--- config.mk ---
export PLATFORM = sky130hd
export DESIGN_NAME = sys_bus_arbiter
export DESIGN_NICKNAME = d
export VERILOG_FILES = /design/src/rtl/sys_bus_pkg.sv /design/src/rtl/bus_rr_arb.sv /design/src/rtl/sys_bus_arbiter.sv
export SDC_FILE = /design/constraint.sdc
export NUM_CORES = 1
export LEC_CHECK = 0
export CAP_MARGIN = 20
export CORE_AREA = 2 2 214 216
export CTS_CLUSTER_DIAMETER = 200
export DETAILED_ROUTE_END_ITERATION = 6
export DIE_AREA = 0 0 216 218
export PLACE_DENSITY = 0.56
export RECOVER_POWER = 50
export SYNTH_ARGS = -nofsm -noshare
export SYNTH_HDL_FRONTEND = slang
export SYNTH_HIERARCHICAL = 1
export SYNTH_SLANG_ARGS = --single-unit
--- constraint.sdc ---
create_clock -name clk_i -period 3.9 [get_ports clk_i]
set_input_delay 0.39 -clock clk_i [delete_from_list [all_inputs] [get_ports clk_i]]
set_output_delay 0.39 -clock clk_i [all_outputs]
set_load 0.005 [all_outputs]
--- src/rtl/sys_bus_pkg.sv ---
// sys_bus_pkg: shared FSM state, slot geometry and peripheral slot map for the system bus
package sys_bus_pkg;

    typedef enum logic [1:0] {
        ST_IDLE,
        ST_ACCESS,
        ST_RESP
    } bus_state_t;

    localparam int NUM_SLOTS_DEF = 8;
    localparam int SLOT_W        = 8;

    localparam int SLOT_EXT_MEM = 0;
    localparam int SLOT_PS2     = 3;
    localparam int SLOT_VGA     = 7;

    function automatic logic [SLOT_W-1:0] slot_of(input logic [31:0] addr);
        return addr[31:32-SLOT_W];
    endfunction

endpackage

--- src/rtl/bus_rr_arb.sv ---
// bus_rr_arb: two-requester round-robin arbiter with one-hot grant
//   clk, rst : clock, synchronous active-high reset (priority returns to req[0])
//   req      : request vector
//   upd      : commit the current grant this cycle and rotate priority
//   gnt      : one-hot grant, combinational from req and priority
module bus_rr_arb (
    input  logic       clk,
    input  logic       rst,
    input  logic [1:0] req,
    input  logic       upd,
    output logic [1:0] gnt
);

    logic pri1;

    always_comb begin
        gnt[0] = req[0] & (~pri1 | ~req[1]);
        gnt[1] = req[1] & (pri1 | ~req[0]);
    end

    // The master that just won loses priority on the next contested request.
    always_ff @(posedge clk) begin
        if (rst)
            pri1 <= 1'b0;
        else if (upd && |req)
            pri1 <= gnt[0];
    end

endmodule

--- src/rtl/sys_bus_arbiter.sv ---
// sys_bus_arbiter: two-master single-outstanding bus arbiter with slot decode and slave timeout
//   clk_i, rst_i         : clock, synchronous active-high reset
//   m*_req/we/be/addr/wd : master request and access fields, held until that master's ready
//   m*_rd/ready/err      : one-cycle completion pulse with read data and error flag
//   s_req_o              : one-hot slave request, slot = addr[31:24]
//   s_we/be/wd/addr_o    : latched access fields, address with slot byte stripped
//   s_rd_i, s_ready_i    : flattened per-slot read data and per-slot completion
module sys_bus_arbiter
    import sys_bus_pkg::*;
#(
    parameter int TIMEOUT_CYCLES = 16,
    parameter int NUM_SLOTS      = NUM_SLOTS_DEF
) (
    input  logic                    clk_i,
    input  logic                    rst_i,
    input  logic                    m0_req_i,
    input  logic                    m0_we_i,
    input  logic [3:0]              m0_be_i,
    input  logic [31:0]             m0_addr_i,
    input  logic [31:0]             m0_wd_i,
    output logic [31:0]             m0_rd_o,
    output logic                    m0_ready_o,
    output logic                    m0_err_o,
    input  logic                    m1_req_i,
    input  logic                    m1_we_i,
    input  logic [3:0]              m1_be_i,
    input  logic [31:0]             m1_addr_i,
    input  logic [31:0]             m1_wd_i,
    output logic [31:0]             m1_rd_o,
    output logic                    m1_ready_o,
    output logic                    m1_err_o,
    output logic [NUM_SLOTS-1:0]    s_req_o,
    output logic                    s_we_o,
    output logic [3:0]              s_be_o,
    output logic [31:0]             s_wd_o,
    output logic [31:0]             s_addr_o,
    input  logic [32*NUM_SLOTS-1:0] s_rd_i,
    input  logic [NUM_SLOTS-1:0]    s_ready_i
);

    localparam int SW = NUM_SLOTS > 1 ? $clog2(NUM_SLOTS) : 1;
    localparam int CW = $clog2(TIMEOUT_CYCLES + 1);

    bus_state_t state, state_nx;

    logic [1:0]        req, gnt, gnt_q;
    logic              sel_we, dec_err, take, hit, tmo;
    logic [3:0]        sel_be;
    logic [31:0]       sel_addr, sel_wd;
    logic [SLOT_W-1:0] sel_slot;

    logic              we_q, err_q;
    logic [3:0]        be_q;
    logic [23:0]       addr_q;
    logic [SW-1:0]     slot_q;
    logic [31:0]       wd_q, rd_q;
    logic [CW-1:0]     cnt_q;

    logic [31:0] s_word [NUM_SLOTS];

    for (genvar k = 0; k < NUM_SLOTS; k++) begin : g_word
        assign s_word[k] = s_rd_i[32*k +: 32];
    end

    assign req  = {m1_req_i, m0_req_i};
    assign take = state == ST_IDLE;

    bus_rr_arb u_arb (
        .clk (clk_i),
        .rst (rst_i),
        .req (req),
        .upd (take),
        .gnt (gnt)
    );

    always_comb begin
        sel_we   = gnt[1] ? m1_we_i   : m0_we_i;
        sel_be   = gnt[1] ? m1_be_i   : m0_be_i;
        sel_addr = gnt[1] ? m1_addr_i : m0_addr_i;
        sel_wd   = gnt[1] ? m1_wd_i   : m0_wd_i;
        sel_slot = slot_of(sel_addr);
        dec_err  = int'(sel_slot) >= NUM_SLOTS;
        // Only the addressed slave's ready counts; the rest of the vector is noise.
        hit      = s_ready_i[slot_q];
        tmo      = cnt_q == CW'(TIMEOUT_CYCLES - 1);
    end

    always_ff @(posedge clk_i) begin
        if (rst_i)
            state <= ST_IDLE;
        else
            state <= state_nx;
    end

    always_comb begin
        state_nx = state;
        unique case (state)
            ST_IDLE:   if (|req) state_nx = dec_err ? ST_RESP : ST_ACCESS;
            ST_ACCESS: if (hit || tmo) state_nx = ST_RESP;
            ST_RESP:   state_nx = ST_IDLE;
            default:   state_nx = ST_IDLE;
        endcase
    end

    // Access fields are captured once at grant, so masters may change
    // or drop their inputs afterwards without disturbing the access.
    always_ff @(posedge clk_i) begin
        if (rst_i) begin
            gnt_q  <= '0;
            we_q   <= 1'b0;
            be_q   <= '0;
            addr_q <= '0;
            slot_q <= '0;
            wd_q   <= '0;
            rd_q   <= '0;
            err_q  <= 1'b0;
            cnt_q  <= '0;
        end else if (take && |req) begin
            gnt_q  <= gnt;
            we_q   <= sel_we;
            be_q   <= sel_be;
            addr_q <= sel_addr[23:0];
            slot_q <= sel_slot[SW-1:0];
            wd_q   <= sel_wd;
            rd_q   <= '0;
            err_q  <= dec_err;
            cnt_q  <= '0;
        end else if (state == ST_ACCESS) begin
            cnt_q <= cnt_q + 1'b1;
            if (hit)
                rd_q <= we_q ? '0 : s_word[slot_q];
            else if (tmo)
                err_q <= 1'b1;
        end
    end

    always_comb begin
        s_req_o    = state == ST_ACCESS ? NUM_SLOTS'(1) << slot_q : '0;
        s_we_o     = we_q;
        s_be_o     = be_q;
        s_wd_o     = wd_q;
        s_addr_o   = {8'h00, addr_q};
        m0_ready_o = state == ST_RESP && gnt_q[0];
        m1_ready_o = state == ST_RESP && gnt_q[1];
        m0_err_o   = m0_ready_o && err_q;
        m1_err_o   = m1_ready_o && err_q;
        m0_rd_o    = m0_ready_o ? rd_q : '0;
        m1_rd_o    = m1_ready_o ? rd_q : '0;
    end

endmodule

# After elaboration in Yosys (flattened, before gate mapping)
# Index checks and enable logic that the tools add are counted.
[classes]
addsub = 1
magnitude_cmp = 3
n_eq_ne = 6
shifts = 1
muxes = 21
bitwise = 8
reduce_logical = 14
[op_table]
columns = ["cell", "n"]
rows = [
  ["32-bit 2-to-1 mux", 7],
  ["32-bit binary-select mux with 3-bit select", 1],
  ["8-bit by 4-bit greater-or-equal comparator with 1-bit output, second input constant", 1],
  ["8-bit 2-to-1 mux", 1],
  ["1-bit by 3-bit left shift with 8-bit output, first input constant", 1],
  ["1-bit 2-to-1 mux", 6],
  ["2-bit 2-to-1 mux", 3],
  ["5-bit by 1-bit adder with 5-bit output, second input constant", 1],
  ["5-bit by 4-bit == test with 1-bit output, second input constant", 1],
  ["1-bit logical AND", 5],
  ["4-bit greater-or-equal comparator, second input constant", 1],
  ["3-bit by 4-bit < comparator with 1-bit output, second input constant", 1],
  ["4-bit 2-to-1 mux", 1],
  ["2-bit inequality test, second input constant", 2],
  ["3-bit inverter with 4-bit output", 1],
  ["2-bit case mux with 2 select lines", 1],
  ["2-bit AND reduction", 2],
  ["2-bit nonzero test", 2],
  ["2-bit OR reduction", 2],
  ["1-bit binary-select mux with 3-bit select", 1],
  ["1-bit inverter", 3],
  ["3-bit AND reduction", 1],
  ["1-bit AND", 2],
  ["2-bit by 1-bit == test with 1-bit output, second input constant", 1],
  ["other kinds (5)", 6],
]
[totals]
register_bits = 107
input_bits = 406
output_inout_bits = 145

# Longest topological paths before layout
[logic_depth]
ltp_word = 8
ltp_mapped = 7
ltp_nobuf = 6

# Cells and area by module
# Netlist, hierarchy kept.
[by_module_without_submodules]
columns = ["module", "n_inst", "cells_each", "area_each_um2", "seq_area_each_um2"]
rows = [
  ["sys_bus_arbiter", 1, 857, 7323.3, 2122.0],
  ["bus_rr_arb", 1, 7, 65.1, 20.0],
]

# Worst setup path after synthesis
# No wires, ideal clock.
[synth_path]
path_type = "in2reg"
startpoint = "input port m1_req_i"
endpoint = "register addr_q[0]"
arrival_ns = 1.706
t_required_ns = 3.762
setup_slack_ns = 2.056
stages = 5
path_buffers = 2
cell_sequence = "a21boi_0 > buf_2 > clkbuf_1 > mux2i_1 > a211oi_1"
[synth_between]
elab_chain_cells = 2
word_cells_on_any_way = 4
[synth_rtl]
columns = ["element", "line_no", "source"]
rows = [
  ["start: declaration", "sys_bus_arbiter.sv:24", "input logic m1_req_i,"],
  ["1-bit AND or 2-bit OR reduction (tied branches)", "bus_rr_arb.sv:18, sys_bus_arbiter.sv:118", ""],
  ["32-bit 2-to-1 mux or 1-bit logical AND (tied branches)", "sys_bus_arbiter.sv:79, sys_bus_arbiter.sv:118", ""],
  ["end signal: assignment", "sys_bus_arbiter.sv:122", "addr_q <= sel_addr[23:0];"],
  ["end: declaration", "sys_bus_arbiter.sv:54", "logic [23:0] addr_q;"],
]
# Parallel ways exist; a longest one is shown, timed or not.
# A chain may end at the register's enable or synchronous reset.

# Final worst setup path
[layout_path]
startpoint = "register slot_q[1]"
endpoint = "register rd_q[3]"
[layout_between]
elab_chain_cells = 5
word_cells_on_any_way = 8
[layout_rtl]
columns = ["element", "line_no", "source"]
rows = [
  ["start: declaration", "sys_bus_arbiter.sv:55", "logic [SW-1:0] slot_q;"],
  ["start signal: assignment", "sys_bus_arbiter.sv:123", "slot_q <= sel_slot[SW-1:0];"],
  ["3-bit inverter with 4-bit output (implied by the code)", "sys_bus_arbiter.sv:131", "rd_q <= we_q ? '0 : s_word[slot_q];"],
  ["32-bit binary-select mux with 3-bit select", "sys_bus_arbiter.sv:131", ""],
  ["32-bit 2-to-1 mux (implied by the code) (2 in series)", "sys_bus_arbiter.sv:131", ""],
  ["32-bit 2-to-1 mux", "sys_bus_arbiter.sv:131", ""],
  ["end signal: assignment", "sys_bus_arbiter.sv:131", ""],
  ["end: declaration", "sys_bus_arbiter.sv:56", "logic [31:0] wd_q, rd_q;"],
]
# Parallel ways exist; a longest one is shown, timed or not. The select of a mux whose other input is x is not followed.

==> run_results.csv <==
group,metric,value,unit
global_route,antenna_found_initial,4,
worst_setup_path,endpoint_kind,"flop",
detailed_routing,drt_iter0_drc,448,
sta,rsz0062_at_grt,"false",
clock_network,cts_tree,"built",
sta,hold_slack,0.328,ns
layout,layout-drive-gt1-share,5.26,%
global_route,grt_pass1_wl,54200,um
floorplan,ios,551,
power_and_ir_drop,powerDensity,254,mW/mm^2
worst_setup_path,critPathBufInv,1,
yosys,synthCells,864,
yosys,netlist_top_cells_area,"dfxtp_1 29%, mux2i_1 25%, a211oi_1 7.0%, and2_1 5.8%, nor2_1 4.1%",
yosys,ys_top_cells_by_count,"181 x mux2i_1, 107 x dfxtp_1, 80 x nor2_1",
layout,nNetsFinal,1754,
worst_setup_path,critPathSlowestCell,"or3_2",
detailed_routing,vias,8412,
floorplan,core.rowCount,78,
worst_setup_path,rrSetupSlack,1.04,ns
worst_setup_path,path_delay_family,"simple AND/OR/NAND/NOR gates",
worst_setup_path,worst_ep_required_time,4.20,ns
clock_network,cts_root_buffer,"clkbuf_16",
yosys,syn_area,0.00739,mm^2
floorplan,die_h,218,um
detailed_routing,wl_per_cell,19.5,um
sta,period_share,73.4,%
worst_hold_path,hold_depth,2,
sta,finalCriticalPeriod,2.86,ns
detailed_routing,drtAntennaViolNets,0,
yosys,synth-seq-cells,107,
worst_setup_path,rr_worst_depth,5,
placement,hpwl,30200,um
yosys,synthMuxAreaShare,27.0,%
worst_setup_path,critical_path_depth,5,
worst_setup_path,r2r_start,"slot_q[1]$_SDFFE_PP0P_",
sta,slew_violations,0,
clock_network,htreeDepth,3,
power_and_ir_drop,vdd_drop_max,0.000222,V
yosys,synth_edf_count,0,
detailed_routing,via_per_inst,4.31,
placement,place_congestion,0.806,
clock_network,postCtsSetupRepairBufs,0,
detailed_routing,drcViolationCount,0,
power_and_ir_drop,leakage,5.02,nW
sta,fmax,350,MHz
floorplan,core_area,0.0449,mm^2
clock_network,cts-buffers-inserted,9,
global_route,grt_start_max_net_pins,73,
sta,final_hold_viol_count,0,
clock_network,path_clk_slew,0.08,ns
sta,tns,0,ns
clock_network,clkLatencyLatePin,0.39,ns
yosys,synth_fa_ha_area_share,0.339,%
worst_setup_path,crit_chain,"mux2_2, o22ai_2, buf_4, or3_2, mux2i_1",
placement,port_buffers,542,
global_route,grt_pass1_vias,8379,
global_route,gr-total-overflow,0,
clock_network,clk_path_buf_depth,2,
job,cap_viol_max_count,0,
yosys,yosysMostFrequentCell,"mux2i_1",
yosys,synth_top_area_share,29.0,%
clock_network,cts_hold_buf,0,
floorplan,start_util,16.5,%
worst_setup_path,cp_max_fo,32,
yosys,yosysTopAreaCell,"dfxtp_1",
yosys,syn_avg_cell_area,8.55,um^2
clock_network,cts-resized-gates,0,
worst_setup_path,slowest_delay,0.85,ns
detailed_routing,firstDrtPassIters,5,
yosys,synth-xor-area-share,0.356,%
clock_network,clock-sinks,107,
yosys,synth_async_sr_flop_share,0,%
yosys,synthSimpleGateAreaFrac,17.1,%
worst_setup_path,startpoint,"slot_q[1]$_SDFFE_PP0P_",
sta,setup_viol,0,
floorplan,chipWidth,216,um
sta,slew_headroom,10.4,%
yosys,synth_warnings,6,
worst_setup_path,worstSetupPathType,"reg2reg",
worst_setup_path,rr_endpoint,"rd_q[3]$_SDFFE_PP0P_",
detailed_routing,wl,38100,um
outcome,status,"finished, final reports clean",
worst_hold_path,hp-class,"in2reg",
worst_setup_path,cp-endpoint,"rd_q[3]$_SDFFE_PP0P_",
worst_setup_path,cp-start-kind,"flop",
yosys,ys.flop_type,"dfxtp_1",
yosys,ys_seq_area_share,29.0,%
yosys,synth_cell_types,48,
floorplan,die-area,0.0471,mm^2
global_route,grt_usage,15.5,%
layout,area_delta_synth_final,84.8,%
sta,worst_pin_slew,1.34,ns
yosys,synth_top_family_by_area,"multiplexers",
worst_setup_path,cp_data_arrival_time,3.16,ns
sta,fin_skew,0.0112,ns
yosys,synth_compound_area_share,20.1,%
[worst min-delay path by stage]
stage / slack [ns] / start / end
after floorplan: 0.43 / gnt_q[1]$_SDFFE_PP0P_ / gnt_q[1]$_SDFFE_PP0P_
after global placement: 0.46 / gnt_q[0]$_SDFFE_PP0P_ / gnt_q[0]$_SDFFE_PP0P_
after detailed placement: 0.46 / gnt_q[0]$_SDFFE_PP0P_ / gnt_q[0]$_SDFFE_PP0P_
after CTS: 0.29 / rst_i / state[0]$_SDFFE_PP0P_
after global routing: 0.31 / rst_i / gnt_q[1]$_SDFFE_PP0P_
final: 0.33 / rst_i / state[0]$_SDFFE_PP0P_
[power breakdown]
part	internal [mW]	leakage [nW]	switching (mW)
logic	0.730	4.00	0.563
registers	1.17	0.881	0.0660
clock network	0.445	0.133	0.489
[worst reg2reg max path, delay by kind of cell (launching register included)]
family                 cells  cell delay, ns
AO/OA/AOI/OAI              1            0.22
buffers and inverters      1            0.28
flip-flops                 1            0.65
multiplexers               2            0.76
AND/OR/NAND/NOR            1            0.87
[logic make-up after synthesis]
kind of cell	after synthesis
simple gates	248
compound gates	206
mux	197
flops	107
buf+inv	100
xor+xnor	3
fa+ha+maj	2
other cells	1
[cells in the final DEF (no fill, tap or decap), types with 3 or more instances in the layout]
| cell | instances |
|---|---|
| clkdlybuf4s50_1 | 481 |
| mux2i_1 | 181 |
| dfxtp_1 | 104 |
| nor2_1 | 79 |
| a211oi_1 | 68 |
| and2_1 | 67 |
| dlygate4sd3_1 | 60 |
| a21oi_1 | 50 |
| nand2_1 | 30 |
| nor3_1 | 19 |
| o22ai_1 | 16 |
| nor3b_1 | 16 |
| a222oi_1 | 15 |
| nand3_1 | 15 |
| mux2_2 | 15 |
| o21ai_0 | 14 |
| o311ai_1 | 14 |
| buf_4 | 13 |
| o31ai_2 | 12 |
| clkbuf_16 | 9 |
| conb_1 | 8 |
| nand2b_1 | 5 |
| diode_2 | 3 |
| inv_1 | 3 |
| nor4_1 | 3 |
| o211ai_1 | 3 |
| buf_12 | 3 |
[metrics by stage]
stage	util, %	worst slack, ns	instances	cell area [um^2]	power [mW]
2_1_floorplan	-	2.06	871	7410	1.82
3_3_place_gp	29.8	0.901	1934	13400	2.58
3_5_place_dp	29.8	0.912	1935	13400	2.60
4_1_cts	30.4	0.954	1951	13700	3.58
5_1_grt	30.4	0.879	1954	13700	3.68
6_report	30.4	1.04	1954	13700	3.46
[area by class of cell]
cell class,count,area (um^2)
inverters,3,11.3
fillers,4740,31200
repair buffers,561,5600
multi-input cells,664,4850
well taps,600,751
clock buffers,11,233
flip-flops and latches,107,2150
clock inverters,5,42.5
diodes,3,7.51
[routing by layer]
metal	share of wire, %	global-route usage (%)	vias to the layer above
li1	-	-	4153
met1	42	18.5	3842
met2	48	26.3	396
met3	8.6	4.70	21
met4	1.4	5.39	0
met5	0	0	-
[flip-flops by register name (all words and copies together) (netlist names)]
name	cells
err_q	1
slot_q	3
addr_q	24
u_arb/pri1	1
cnt_q	5
state	2
gnt_q	2
s_wd_o	32
s_we_o	1
s_be_o	4
rd_q	32
(Power assumes the default switching activity.)
